[config.mk]
export PLATFORM = sky130hd
export DESIGN_NAME = transmit_ordered_set
export DESIGN_NICKNAME = d
export VERILOG_FILES = /design/src/rtl/transmit_ordered_set.sv
export SDC_FILE = /design/constraint.sdc
export NUM_CORES = 1
export LEC_CHECK = 0
export CORE_UTILIZATION = 51
export DETAILED_ROUTE_END_ITERATION = 8
export GPL_ROUTABILITY_DRIVEN = 0
export PLACE_DENSITY = 0.83
export SETUP_SLACK_MARGIN = 0.4
export SYNTH_ARGS = -nofsm -noshare
export SYNTH_HDL_FRONTEND = slang
export SYNTH_SLANG_ARGS = --single-unit
export TNS_END_PERCENT = 20
[constraint.sdc]
create_clock -name gtx_clk -period 4.1 [get_ports gtx_clk]
set_input_delay 0.82 -clock gtx_clk [delete_from_list [all_inputs] [get_ports gtx_clk]]
set_output_delay 0.82 -clock gtx_clk [all_outputs]
set_load 0.03 [all_outputs]
[src/rtl/transmit_ordered_set.sv]
// rtl/transmit_ordered_set.sv - 1000BASE-X transmit ordered-set selection FSM
module transmit_ordered_set #(
  parameter int OCTET_WIDTH    = 8,
  parameter int TX_O_SET_WIDTH = 5
) (
  input  logic                      gtx_clk,
  input  logic                      mr_main_reset,
  input  logic                      tx_en,
  input  logic                      tx_er,
  input  logic [OCTET_WIDTH-1:0]    gmii_txd,
  input  logic                      tx_even,
  input  logic                      tx_oset_indicate,
  output logic [TX_O_SET_WIDTH-1:0] tx_o_set,
  output logic [OCTET_WIDTH-1:0]    txd,
  output logic                      transmitting
);

  localparam logic [TX_O_SET_WIDTH-1:0] D_OS = TX_O_SET_WIDTH'(0);
  localparam logic [TX_O_SET_WIDTH-1:0] I_OS = TX_O_SET_WIDTH'(1);
  localparam logic [TX_O_SET_WIDTH-1:0] S_OS = TX_O_SET_WIDTH'(2);
  localparam logic [TX_O_SET_WIDTH-1:0] T_OS = TX_O_SET_WIDTH'(3);
  localparam logic [TX_O_SET_WIDTH-1:0] R_OS = TX_O_SET_WIDTH'(4);
  localparam logic [TX_O_SET_WIDTH-1:0] V_OS = TX_O_SET_WIDTH'(5);

  typedef enum logic [3:0] {
    IDLE            = 4'd0,
    START_OF_PACKET = 4'd1,
    START_ERROR     = 4'd2,
    TX_DATA         = 4'd3,
    TX_DATA_ERROR   = 4'd4,
    EOP_NOEXT       = 4'd5,
    EPD2_NOEXT      = 4'd6,
    EPD3            = 4'd7,
    EOP_EXT         = 4'd8,
    CARRIER_EXTEND  = 4'd9,
    EXTEND_BY_1     = 4'd10
  } state_t;

  state_t state;
  state_t nxt;
  logic   state_legal;

  // Decision taken after /S/, /V/ and /D/: continue data, flag error, or end the frame.
  function automatic state_t pkt_state(input logic en, input logic er);
    case ({en, er})
      2'b10:   return TX_DATA;
      2'b11:   return TX_DATA_ERROR;
      2'b01:   return EOP_EXT;
      default: return EOP_NOEXT;
    endcase
  endfunction

  function automatic state_t next_state(input state_t s, input logic en,
                                        input logic er, input logic even);
    case (s)
      IDLE: begin
        if (en && !er)     return START_OF_PACKET;
        else if (en && er) return START_ERROR;
        else               return IDLE;
      end
      START_OF_PACKET,
      START_ERROR,
      TX_DATA,
      TX_DATA_ERROR:       return pkt_state(en, er);
      EOP_NOEXT:           return EPD2_NOEXT;
      // A second /R/ when the first lands on an even slot keeps /I/ even-aligned.
      EPD2_NOEXT:          return even ? EPD3 : IDLE;
      EPD3:                return IDLE;
      EOP_EXT:             return (!en && er) ? CARRIER_EXTEND : EXTEND_BY_1;
      CARRIER_EXTEND: begin
        case ({en, er})
          2'b01:   return CARRIER_EXTEND;
          2'b00:   return EXTEND_BY_1;
          2'b10:   return START_OF_PACKET;
          default: return START_ERROR;
        endcase
      end
      EXTEND_BY_1:         return EPD2_NOEXT;
      default:             return IDLE;
    endcase
  endfunction

  function automatic logic [TX_O_SET_WIDTH-1:0] os_of(input state_t s);
    case (s)
      IDLE:                       return I_OS;
      START_OF_PACKET:            return S_OS;
      START_ERROR, TX_DATA_ERROR: return V_OS;
      TX_DATA:                    return D_OS;
      EOP_NOEXT, EOP_EXT:         return T_OS;
      default:                    return R_OS;
    endcase
  endfunction

  assign state_legal = (state <= EXTEND_BY_1);

  always_comb begin
    nxt = next_state(state, tx_en, tx_er, tx_even);
  end

  always_ff @(posedge gtx_clk) begin
    if (mr_main_reset || !state_legal) begin
      state        <= IDLE;
      tx_o_set     <= I_OS;
      txd          <= '0;
      transmitting <= 1'b0;
    end else if (tx_oset_indicate) begin
      state        <= nxt;
      tx_o_set     <= os_of(nxt);
      txd          <= (nxt == TX_DATA) ? gmii_txd : '0;
      transmitting <= (nxt != IDLE);
    end
  end

endmodule
==> flow_summary.ini <==
[run_status]
status = finished clean

[setup_path]
cp-end-kind = register
crit_type = input pin to register
worstSetupStartpointType = input pin
critPathBufInv = 2
worstRegToRegCells = 6
critPathMaxStageDelay_ns = 0.54
timing.critical_path.required_ns = 4.32
regToRegSetupSlack_ns = 1.78
path_cells = clkdlybuf4s50_1 > inv_1 > ha_1 > a2111oi_0 > o31ai_1 > a2111oi_4 > nand3_1 > a21oi_1
crit_family = compound AO/OA/AOI/OAI gates
crit_path_max_fanout = 8
slowest_stage = clkdlybuf4s50_1
cp.arrival_ns = 3.28
critical_path_depth = 8

[clock_tree]
clock_tree.root_cell = clkbuf_4
cts_buffers = 3
ctsHoldBuffers = 0
cts_max_path_buffers = 2
cts_sinks = 16
clk_latency_ns = 0.29
htreeDepth = 1
post_cts_resized = 0
clkSlewWorstSetupHoldPaths_ns = 0.09
post_cts_buffers = 0
cts_tree = done

[place]
placedCellCount = 171
io_buffers = 25
hpwl_um = 1780
dp_slack_ns = 0.741

[route]
ant_nets = 0
avgRoutedWirePerCell_um = 14.0
viasPerCell = 6.02
first_pass_iters = 6
vias = 1054
drtIter0Drc = 26
drc = 0
drt_wl_total_um = 2450

[cells_and_area]
multi_input_comb_area_um2 = 649
final_nets = 169
finish.utilization_pct = 68.0
fillers = 181
antenna_cells = 0
instances_no_fill = 175
area_delta_synth_final_pct = 25.4
seqCellArea_um2 = 320
drive_gt1_share_pct = 6.08

[global_routing]
grt_pass1_wl_um = 3810
grt_pass1_vias = 896
gr-total-overflow = 0
grt_util_all_layers_pct = 23.8
grt_max_degree = 19
antenna_found_initial = 0

[pwr]
ir_worst_vdd_mv = 0.269
p_sw_mw = 0.139
p_leak_nw = 0.480
powerDensity_mw_per_mm2 = 315
pwr-share-comb_pct = 31.5
pwr-share-clk_pct = 24.9
seqPwrFrac_pct = 43.6
p_int_mw = 0.277
switching_share_pct = 33.5

[timing]
tns_ns = 0
hold_violations = 0
worst_clock_skew_ns = 0.00223
period_share_pct = 74.5
finalSetupViolCount = 0
whs_ns = 0.469
layout_setup_ws_ns = 1.05
slew_violations = 0
slew_headroom_pct = 59.7
fmax_mhz = 328
worst_slew_pin_slew_ns = 0.599
fin_crit_ns = 3.05
rsz0062_at_grt = no

[yosys]
synth_xor_area_share_pct = 0
synth_top_family_by_area = compound AO/OA/AOI/OAI gates
synthSimpleGateAreaFrac_pct = 22.0
synth_compound_area_share_pct = 30.8
synth_fa_ha_area_share_pct = 7.13
syn_area_mm2 = 0.00105
ys_seq_elements = 16
syn_area_per_cell_um2 = 8.29
ys_seq_area_share_pct = 30.4
muxShareOfSynthArea_pct = 1.07
ys_types = 41
synthCells = 127
ys_warn_count = 0

[floorplanning]
die_area_mm2 = 0.00225
core_mm2 = 0.00194
die_h_um = 47.4
io_pins = 28
die_x_um = 47.4
rows = 16
initial_utilization_pct = 54.2

[worst_hold_path]
hold_class = register to register
min_delay_path_depth = 2

[flow_run]
drv_cap = 0
-- sequential cells by signal (all words and copies together) (netlist names) --
name and count:
txd 8, tx_o_set 3, transmitting 1, state 4
-- logic make-up (layout without fill, tap and decap cells) --
| kind of cell | count (synthesis) | after routing |
|---|---|---|
| AO/OA/AOI/OAI | 42 | 42 |
| adder cells (fa/ha/maj) | 6 | 6 |
| buffers and inverters | 16 | 36 |
| flip-flops | 16 | 16 |
| multiplexers | 1 | 1 |
| other | 1 | 2 |
| AND/OR/NAND/NOR | 45 | 45 |
-- power groups by stage --
stage	combinational [mW]	clock, mW	sequential, mW
6_report	0.131	0.104	0.182
4_1_cts	0.131	0.105	0.181
3_5_place_dp	0.130	0	0.185
2_1_floorplan	0.0894	0	0.188
3_3_place_gp	0.128	0	0.184
5_1_grt	0.143	0.111	0.184
-- path summary, 6_finish.rpt --
| path | startpoint | endpoint |
|---|---|---|
| setup / recovery | tx_en | txd[4] |
| hold / removal | txd[2] | txd[2] |
| setup reg to reg | state[3] | txd[4] |
| hold reg to reg | txd[2] | txd[2] |
-- cell usage after synthesis (all sizes together) --
cell / number / area share [%]
inv: 6 / 2.1
ha: 6 / 7.1
or3: 2 / 1.2
o31a: 1 / 0.83
a211oi: 6 / 4.3
and4bb: 1 / 1.2
a41oi: 1 / 0.83
a21o: 1 / 0.71
mux2: 1 / 1.1
a2111oi: 2 / 3.4
nor4b: 1 / 0.83
nor2: 13 / 4.6
a21oi: 12 / 5.7
a31oi: 1 / 0.59
o21ai: 6 / 2.9
o221a: 1 / 1.9
nor3: 1 / 0.48
dfxtp: 16 / 30
o21bai: 1 / 0.71
o41a: 1 / 1.1
o221ai: 1 / 0.83
a2111o: 1 / 1.1
nand3: 10 / 4.8
nor2b: 2 / 1.2
buf: 7 / 5.0
o211a: 1 / 0.95
a22o: 2 / 1.7
nand2: 10 / 3.6
clkbuf: 3 / 1.1
and3b: 2 / 1.7
and4b: 1 / 0.95
o31ai: 2 / 1.9
o211ai: 2 / 1.4
nand4b: 1 / 0.83
and2b: 1 / 0.71
conb: 1 / 0.36
-- per-stage QoR --
stage / total power, mW / instance area (um2)
detailed placement: 0.315 / 1280
CTS: 0.417 / 1320
global placement: 0.312 / 1280
global route: 0.437 / 1320
floorplan: 0.277 / 1060
finish: 0.416 / 1320
-- cell usage in the layout (no fill, tap or decap), drive strengths merged, types with 2 or more instances in the layout --
master / instances
and3b: 2
nor2: 13
o211ai: 2
o21ai: 6
dfxtp: 16
ha: 6
clkdlybuf4s50: 25
a22o: 2
inv: 6
o31ai: 2
nand2: 10
nor2b: 2
a2111oi: 2
clkbuf: 4
or3: 2
a211oi: 6
nand3: 10
conb: 2
a21oi: 12
-- routing by layer --
metal	wire (um)	part of all wire, %	vias to the layer above	track usage, %
li1	-	-	513	-
met1	1070	44	502	28.5
met2	1250	51	34	42.7
met3	98	4.0	5	3.77
met4	36	1.5	0	8.57
met5	0	0	-	0
-- worst min-delay path, cell delays in order, from the launching register on --
cell and delay [ns]:
dfxtp_1 0.32, nand2_1 0.06, a21oi_1 0.05
-- area by class of cell --
type | count | area share (%)
Multi-Input combinational cell | 96 | 49.2
Sequential cell | 16 | 24.3
Tap cell | 27 | 2.56
Timing Repair Buffer | 26 | 19.5
Inverter | 6 | 1.71
Clock buffer | 4 | 2.75
(Power assumes the default switching activity.)
